**src/rtl/mem_arbiter_if.sv**
```systemverilog
// Bus bundle between the memory arbiter, its three requesters and the
// single-port memory. The arbiter uses the slave view; requesters and the
// memory model use the master view.
interface mem_arbiter_if;
  // boot loader port (write-only)
  logic        boot_req;
  logic [3:0]  boot_w_enb;
  logic [31:0] boot_addr;
  logic [31:0] boot_w_data;
  logic        boot_ack;
  // core data port
  logic        d_req;
  logic [3:0]  d_w_enb;
  logic [31:0] d_addr;
  logic [31:0] d_w_data;
  logic [31:0] d_r_data;
  logic        d_ack;
  // core fetch port (read-only)
  logic        i_req;
  logic [31:0] i_addr;
  logic [31:0] i_r_data;
  logic        i_ack;
  logic        i_misalign;
  logic        addr_err;
  // memory side
  logic [3:0]  mem_w_enb;
  logic        mem_r_enb;
  logic [31:0] mem_addr;
  logic [31:0] mem_w_data;
  logic [31:0] mem_r_data;
  // status
  logic        busy;
  logic [1:0]  grant_id;

  modport slave (
    input  boot_req, boot_w_enb, boot_addr, boot_w_data,
    input  d_req, d_w_enb, d_addr, d_w_data,
    input  i_req, i_addr,
    input  mem_r_data,
    output boot_ack, d_r_data, d_ack, i_r_data, i_ack, i_misalign, addr_err,
    output mem_w_enb, mem_r_enb, mem_addr, mem_w_data,
    output busy, grant_id
  );

  modport master (
    output boot_req, boot_w_enb, boot_addr, boot_w_data,
    output d_req, d_w_enb, d_addr, d_w_data,
    output i_req, i_addr,
    output mem_r_data,
    input  boot_ack, d_r_data, d_ack, i_r_data, i_ack, i_misalign, addr_err,
    input  mem_w_enb, mem_r_enb, mem_addr, mem_w_data,
    input  busy, grant_id
  );
endinterface

```
**src/rtl/mem_arbiter.sv**
```systemverilog
// Shares one single-port synchronous memory between the boot loader, the
// core data path and the core instruction fetch. One transaction at a time,
// fixed priority boot > data > fetch, with a starvation counter that lets a
// waiting fetch overtake data after STARVE_MAX consecutive data grants.
module mem_arbiter #(
  parameter int ADDR_BITS  = 10,
  parameter int READ_LAT   = 1,
  parameter int STARVE_MAX = 4
) (
  input logic          clk,
  input logic          rst,
  mem_arbiter_if.slave bus
);

  localparam int CNT_W = $clog2(STARVE_MAX + 1);

  localparam logic [1:0] OWN_NONE  = 2'd0;
  localparam logic [1:0] OWN_BOOT  = 2'd1;
  localparam logic [1:0] OWN_DATA  = 2'd2;
  localparam logic [1:0] OWN_FETCH = 2'd3;

  localparam logic [CNT_W-1:0] CNT_MAX   = CNT_W'(STARVE_MAX);
  localparam logic [2:0]       WAIT_LAST = 3'(READ_LAT - 1);

  typedef enum logic [1:0] {IDLE, ACCESS, WAIT, DONE} state_t;

  state_t           state_q, state_d;
  logic [CNT_W-1:0] cnt_q, cnt_d;
  logic [1:0]       grant_q, grant_d;
  logic [31:0]      addr_q, addr_d;
  logic [3:0]       wenb_q, wenb_d;
  logic [31:0]      wdata_q, wdata_d;
  logic [2:0]       wait_q, wait_d;
  logic [31:0]      d_rdata_q, d_rdata_d;
  logic [31:0]      i_rdata_q, i_rdata_d;

  logic [1:0]       winner;
  logic             is_write;
  logic             done;

  // Fixed-priority arbitration; a starved fetch overtakes data but never boot.
  always_comb begin
    winner = OWN_NONE;
    if (bus.boot_req) begin
      winner = OWN_BOOT;
    end else if (bus.i_req && (cnt_q == CNT_MAX)) begin
      winner = OWN_FETCH;
    end else if (bus.d_req) begin
      winner = OWN_DATA;
    end else if (bus.i_req) begin
      winner = OWN_FETCH;
    end
  end

  // Boot is always a write (possibly with no lanes enabled); fetch latches zero enables.
  assign is_write = (grant_q == OWN_BOOT) || (wenb_q != 4'h0);

  // Next-state, grant latching, starvation counter and read-data capture.
  always_comb begin
    state_d   = state_q;
    cnt_d     = cnt_q;
    grant_d   = grant_q;
    addr_d    = addr_q;
    wenb_d    = wenb_q;
    wdata_d   = wdata_q;
    wait_d    = wait_q;
    d_rdata_d = d_rdata_q;
    i_rdata_d = i_rdata_q;

    unique case (state_q)
      IDLE: begin
        case (winner)
          OWN_BOOT: cnt_d = cnt_q;
          OWN_DATA: begin
            if (bus.i_req) begin
              cnt_d = (cnt_q == CNT_MAX) ? cnt_q : cnt_q + 1'b1;
            end else begin
              cnt_d = '0;
            end
          end
          default: cnt_d = '0;
        endcase

        case (winner)
          OWN_BOOT: begin
            addr_d  = bus.boot_addr;
            wenb_d  = bus.boot_w_enb;
            wdata_d = bus.boot_w_data;
          end
          OWN_DATA: begin
            addr_d  = bus.d_addr;
            wenb_d  = bus.d_w_enb;
            wdata_d = bus.d_w_data;
          end
          OWN_FETCH: begin
            addr_d  = bus.i_addr;
            wenb_d  = 4'h0;
          end
          default: ;
        endcase

        if (winner != OWN_NONE) begin
          grant_d = winner;
          state_d = ACCESS;
        end
      end

      ACCESS: begin
        wait_d = 3'd0;
        if (is_write) begin
          state_d = DONE;
        end else begin
          state_d = WAIT;
        end
      end

      WAIT: begin
        if (wait_q == WAIT_LAST) begin
          if (grant_q == OWN_DATA) begin
            d_rdata_d = bus.mem_r_data;
          end else begin
            i_rdata_d = bus.mem_r_data;
          end
          state_d = DONE;
        end else begin
          wait_d = wait_q + 3'd1;
        end
      end

      DONE: begin
        grant_d = OWN_NONE;
        state_d = IDLE;
      end

      default: state_d = IDLE;
    endcase
  end

  // State and datapath registers; reset drops any in-flight transaction.
  always_ff @(posedge clk or negedge rst) begin
    if (!rst) begin
      state_q   <= IDLE;
      cnt_q     <= '0;
      grant_q   <= OWN_NONE;
      addr_q    <= 32'h0;
      wenb_q    <= 4'h0;
      wdata_q   <= 32'h0;
      wait_q    <= 3'd0;
      d_rdata_q <= 32'h0;
      i_rdata_q <= 32'h0;
    end else begin
      state_q   <= state_d;
      cnt_q     <= cnt_d;
      grant_q   <= grant_d;
      addr_q    <= addr_d;
      wenb_q    <= wenb_d;
      wdata_q   <= wdata_d;
      wait_q    <= wait_d;
      d_rdata_q <= d_rdata_d;
      i_rdata_q <= i_rdata_d;
    end
  end

  assign done = (state_q == DONE);

  // Memory strobes only in ACCESS; address and write data simply hold the latches.
  assign bus.mem_addr   = addr_q;
  assign bus.mem_w_data = wdata_q;
  assign bus.mem_w_enb  = ((state_q == ACCESS) && is_write) ? wenb_q : 4'h0;
  assign bus.mem_r_enb  = (state_q == ACCESS) && !is_write;

  assign bus.boot_ack   = done && (grant_q == OWN_BOOT);
  assign bus.d_ack      = done && (grant_q == OWN_DATA);
  assign bus.i_ack      = done && (grant_q == OWN_FETCH);
  assign bus.i_misalign = bus.i_ack && (addr_q[1:0] != 2'b00);
  assign bus.addr_err   = done && (|addr_q[31:ADDR_BITS+2]);

  assign bus.d_r_data   = d_rdata_q;
  assign bus.i_r_data   = i_rdata_q;
  assign bus.busy       = (state_q != IDLE);
  assign bus.grant_id   = grant_q;

endmodule

```
**src/flat_wrapper.sv**
```systemverilog
// flat-port wrapper written by rule: the top's interface ports become plain ports
module mem_arbiter_flat 
#(
  parameter int ADDR_BITS  = 10,
  parameter int READ_LAT   = 1,
  parameter int STARVE_MAX = 4
)
  (clk, rst, bus_boot_req, bus_boot_w_enb, bus_boot_addr, bus_boot_w_data, bus_d_req, bus_d_w_enb, bus_d_addr, bus_d_w_data, bus_i_req, bus_i_addr, bus_mem_r_data, bus_boot_ack, bus_d_r_data, bus_d_ack, bus_i_r_data, bus_i_ack, bus_i_misalign, bus_addr_err, bus_mem_w_enb, bus_mem_r_enb, bus_mem_addr, bus_mem_w_data, bus_busy, bus_grant_id);
  mem_arbiter_if bus_i ();
  input logic clk;
  input logic rst;
  input wire logic [$bits(bus_i.boot_req)-1:0] bus_boot_req;
  input wire logic [$bits(bus_i.boot_w_enb)-1:0] bus_boot_w_enb;
  input wire logic [$bits(bus_i.boot_addr)-1:0] bus_boot_addr;
  input wire logic [$bits(bus_i.boot_w_data)-1:0] bus_boot_w_data;
  input wire logic [$bits(bus_i.d_req)-1:0] bus_d_req;
  input wire logic [$bits(bus_i.d_w_enb)-1:0] bus_d_w_enb;
  input wire logic [$bits(bus_i.d_addr)-1:0] bus_d_addr;
  input wire logic [$bits(bus_i.d_w_data)-1:0] bus_d_w_data;
  input wire logic [$bits(bus_i.i_req)-1:0] bus_i_req;
  input wire logic [$bits(bus_i.i_addr)-1:0] bus_i_addr;
  input wire logic [$bits(bus_i.mem_r_data)-1:0] bus_mem_r_data;
  output wire logic [$bits(bus_i.boot_ack)-1:0] bus_boot_ack;
  output wire logic [$bits(bus_i.d_r_data)-1:0] bus_d_r_data;
  output wire logic [$bits(bus_i.d_ack)-1:0] bus_d_ack;
  output wire logic [$bits(bus_i.i_r_data)-1:0] bus_i_r_data;
  output wire logic [$bits(bus_i.i_ack)-1:0] bus_i_ack;
  output wire logic [$bits(bus_i.i_misalign)-1:0] bus_i_misalign;
  output wire logic [$bits(bus_i.addr_err)-1:0] bus_addr_err;
  output wire logic [$bits(bus_i.mem_w_enb)-1:0] bus_mem_w_enb;
  output wire logic [$bits(bus_i.mem_r_enb)-1:0] bus_mem_r_enb;
  output wire logic [$bits(bus_i.mem_addr)-1:0] bus_mem_addr;
  output wire logic [$bits(bus_i.mem_w_data)-1:0] bus_mem_w_data;
  output wire logic [$bits(bus_i.busy)-1:0] bus_busy;
  output wire logic [$bits(bus_i.grant_id)-1:0] bus_grant_id;
  assign bus_i.boot_req = bus_boot_req;
  assign bus_i.boot_w_enb = bus_boot_w_enb;
  assign bus_i.boot_addr = bus_boot_addr;
  assign bus_i.boot_w_data = bus_boot_w_data;
  assign bus_i.d_req = bus_d_req;
  assign bus_i.d_w_enb = bus_d_w_enb;
  assign bus_i.d_addr = bus_d_addr;
  assign bus_i.d_w_data = bus_d_w_data;
  assign bus_i.i_req = bus_i_req;
  assign bus_i.i_addr = bus_i_addr;
  assign bus_i.mem_r_data = bus_mem_r_data;
  assign bus_boot_ack = bus_i.boot_ack;
  assign bus_d_r_data = bus_i.d_r_data;
  assign bus_d_ack = bus_i.d_ack;
  assign bus_i_r_data = bus_i.i_r_data;
  assign bus_i_ack = bus_i.i_ack;
  assign bus_i_misalign = bus_i.i_misalign;
  assign bus_addr_err = bus_i.addr_err;
  assign bus_mem_w_enb = bus_i.mem_w_enb;
  assign bus_mem_r_enb = bus_i.mem_r_enb;
  assign bus_mem_addr = bus_i.mem_addr;
  assign bus_mem_w_data = bus_i.mem_w_data;
  assign bus_busy = bus_i.busy;
  assign bus_grant_id = bus_i.grant_id;
  mem_arbiter #(.ADDR_BITS(ADDR_BITS), .READ_LAT(READ_LAT), .STARVE_MAX(STARVE_MAX)) u_core (.clk(clk), .rst(rst), .bus(bus_i));
endmodule
```
**config.mk**
```make
export PLATFORM = sky130hd
export DESIGN_NAME = mem_arbiter_flat
export DESIGN_NICKNAME = d
export VERILOG_FILES = /design/src/rtl/mem_arbiter_if.sv /design/src/rtl/mem_arbiter.sv /design/src/flat_wrapper.sv
export SDC_FILE = /design/constraint.sdc
export NUM_CORES = 1
export LEC_CHECK = 0
export ABC_AREA = 1
export BUFFER_PORTS_ARGS = -buffer_cell sky130_fd_sc_hd__buf_4
export CELL_PAD_IN_SITES_DETAIL_PLACEMENT = 1
export CELL_PAD_IN_SITES_GLOBAL_PLACEMENT = 1
export CORE_MARGIN = 2
export CORE_UTILIZATION = 33
export CTS_BUF_LIST = sky130_fd_sc_hd__clkbuf_8
export DETAILED_ROUTE_END_ITERATION = 16
export GPL_TIMING_DRIVEN = 0
export PLACE_DENSITY_LB_ADDON = 0.1
export SETUP_SLACK_MARGIN = 0.02
export SLEW_MARGIN = 20
export SYNTH_ARGS = -nofsm -noshare
export SYNTH_HDL_FRONTEND = slang
export SYNTH_SLANG_ARGS = --single-unit
```
**constraint.sdc**
```tcl
create_clock -name clk -period 2.4 [get_ports clk]
set_input_delay 0.12 -clock clk [delete_from_list [all_inputs] [get_ports clk]]
set_output_delay 0.12 -clock clk [all_outputs]
set_load 0.03 [all_outputs]
```
==> summary.txt <==
Outcome
  • Run status: finished, final reports clean

Clock network
  • Root Buffer: clkbuf_8
  • Total CTS buffers: 17
  • # clock sinks: 142
  • Worst-path clk slew: 100 ps
  • H-Tree Depth: 4
  • Worst skew pair latency: 470 ps
  • CTS tree: done
  • Clk buf depth: 2

GRT
  • Vias in the first global route: 9103
  • First-pass GRT wire length: 50.30 mm
  • Pin count of the biggest net entering global routing: 86
  • Initial antenna violation count: 4
  • Aggregate global routing overflow: 0
  • GRT Total Usage: 29.98%

Route
  • Detailed-route DRC error count: 0
  • Routed Antenna Nets: 0
  • Via/cell ratio: 5.018
  • DR iter-0 viols: 264
  • Final WL: 33.85 mm
  • Routed length per instance: 20.77 um
  • TritonRoute pass-1 iters: 5
  • Vias: 8179

Floorplanning
  • Die H: 146.0 um
  • Die area: 21330 sq um
  • Core ar.: 19650 sq um
  • Starting Density: 33.87%
  • IO Count: 346
  • Core Rows: 51
  • Die Width: 146.0 um

Setup path
  • Critical Path RT: 2730 ps
  • Setup slack, reg-to-reg: 60 ps
  • R2R Path Start: u_core.cnt_q[0]$_DFFE_PN0P_
  • Arr. time, crit path: 2670 ps
  • Crit Path Max Fanout: 6
  • Critical setup path kind: reg -> reg
  • Reg2reg path depth: 13
  • Reg2Reg Capture Point: u_core.bus.mem_addr[3]$_DFFE_PN0P_
  • Crit end category: flip-flop
  • Startpoint types: flip-flop

Timing
  • # setup viols final: 0
  • Final hold vios: 0
  • Slew @ Worst Pin: 706.2 ps
  • Hold slack: 146.7 ps
  • Worst slew margin: 52.92%
  • Final period util: 97.37%
  • Final worst path period need: 2337 ps
  • PnR worst setup slack: 63.04 ps
  • Highest clock rate: 427.9 MHz
  • Post-Route Skew: 27.73 ps
  • Final Max Slew Viols: 0

Cells and area
  • Fraction of layout cells with a size suffix above 1: 35.05%
  • Nets: 1566
  • P&R area growth vs syn: 84.19%

Placed design
  • Final HPWL DP: 18.29 mm
  • # port buffers: 345
  • Dpl ws: -42.94 ps
  • Final Wtd Congestion: 0.8064

Yosys
  • Asr flop ratio synth: 100.0%
  • Post-synth EDFFs: 0
  • Largest cells by area after synthesis: dfrtp_1 53%, nand2_1 11%, nor2_1 7.2%, a21oi_1 5.2%, a41oi_1 4.2%
  • Synthesized area per cell: 8.602 sq um
  • Cell variety after synth: 29
  • Syn nets: 992
  • Top post-synthesis cells by count: 193 x nand2_1, 142 x dfrtp_1, 128 x nor2_1
  • Top FF cell, synth: dfrtp_1
  • Post-synth top area share: 53.37%
  • Yosys warns: 0
  • #FFs+latches synth: 142
  • Post-Syn Instances: 774
  • Most common cell in the netlist: nand2_1
  • Register area share after synthesis: 53.37%
  • Post-Syn Area: 6658 sq um
  • Post-synth top area cell: dfrtp_1

Power and ir drop
  • Pwr/cell area: 1201 nW/um^2
  • Leak: 5.843 nW
  • Worst VDD drop: 0.0005462 V
  • Power, Total: 14.73 mW

Worst hold path
  • HP Start: bus_d_req
  • Worst Hold End: u_core.bus.grant_id[1]$_DFFE_PN0P_
  • Worst Hold Path Cells: 3
  • Hold WC Path Type: in -> reg

Job
  • Max Cap Viol: 0
==> cells in the final DEF, fill, tap and decap left out, drive strengths merged, types with 13 or more instances in the layout <==
master,instances
nor2,132
clkbuf,36
ha,13
o21ai,41
dfrtp,142
dlygate4sd3,203
nand2,195
buf,376
a41oi,32
a21oi,97
inv,68
==> worst max-delay path by stage <==
stage | startpoint | to | slack, ps | cells after the start
2_1_floorplan | u_core.cnt_q[0]$_DFFE_PN0P_ | u_core.bus.mem_addr[5]$_DFFE_PN0P_ | 440 | 12
3_3_place_gp | u_core.cnt_q[0]$_DFFE_PN0P_ | u_core.bus.mem_addr[16]$_DFFE_PN0P_ | -20 | 10
3_5_place_dp | u_core.cnt_q[0]$_DFFE_PN0P_ | u_core.bus.mem_addr[17]$_DFFE_PN0P_ | -40 | 10
4_1_cts | u_core.cnt_q[0]$_DFFE_PN0P_ | u_core.bus.mem_addr[21]$_DFFE_PN0P_ | 20 | 10
5_1_grt | u_core.cnt_q[0]$_DFFE_PN0P_ | u_core.bus.mem_addr[3]$_DFFE_PN0P_ | -50 | 13
6_report | u_core.cnt_q[0]$_DFFE_PN0P_ | u_core.bus.mem_addr[3]$_DFFE_PN0P_ | 60 | 13
==> through the flow <==
step	instance area [sq um]	util, %	std cells	setup TNS (ps)
after floorplan	6658	-	774	0
after global placement	9579	48.74	1384	-97.74
after detailed placement	9614	48.92	1385	-422.6
after CTS	12070	61.43	1620	0
after global routing	12260	62.40	1630	-82.78
final	12260	62.40	1630	0
==> critical path: stages (launching register included) <==
cell,delay [ps]
dfrtp_1,360
inv_1,70
ha_1,190
nand2_1,80
a21boi_1,80
nor2_2,240
inv_2,70
ha_1,200
buf_4,160
nor2_4,160
buf_12,140
buf_4,110
nand2_1,50
a41oi_1,310
==> where the power goes <==
| group | switching, mW | internal [mW] | total [mW] |
|---|---|---|---|
| Combinational | 5.23 | 2.96 | 8.19 |
| Clock | 1.15 | 0.979 | 2.13 |
| Sequential | 0.859 | 3.56 | 4.41 |
==> registers in the layout (all words and copies together) (netlist names) <==
name and flops:
u_core.bus.d_r_data 32, u_core.bus.i_r_data 32, u_core.bus.mem_addr 32, u_core.bus.mem_w_data 32, u_core.wenb_q 4, u_core.cnt_q 3, u_core.wait_q 3, u_core.bus.grant_id 2
u_core.state_q 2
==> timing repair <==
action	CTS	global route
hold endpoints to repair	218	0
hold buffers	203	0
pin swaps	0	3
endpoints found under the setup margin	46	64
buffers inserted	0	6
resized for setup	3	51
==> logic make-up after synthesis <==
family | synth area share, %
flip-flops | 53.37
AND/OR/NAND/NOR | 20.37
buffers and inverters | 6.841
AO/OA/AOI/OAI | 16.97
adder cells (fa/ha/maj) | 2.443
==> metal layers <==
| layer | GRT usage, % | wire length [um] | part of all wire (%) | vias up |
|---|---|---|---|---|
| met5 | 0 | 0 | 0 | - |
| met4 | 14.66 | 1620 | 4.8 | 0 |
| met3 | 6.781 | 2013 | 5.9 | 109 |
| met2 | 54.08 | 17710 | 52 | 356 |
| met1 | 33.32 | 12510 | 37 | 4042 |
| li1 | - | - | - | 3672 |
==> area by class of cell <==
cell class | instances | area, sq um
buffer | 43 | 294.0
antenna | 4 | 10.01
clock buffer | 17 | 234.0
timing repair buffer | 555 | 4715
clock inverter | 15 | 187.7
multi-input combinational | 531 | 2720
fill | 2300 | 7391
sequential | 142 | 3553
tap | 265 | 331.6
inverter | 58 | 217.7
Power figures use the tool's default switching activity.
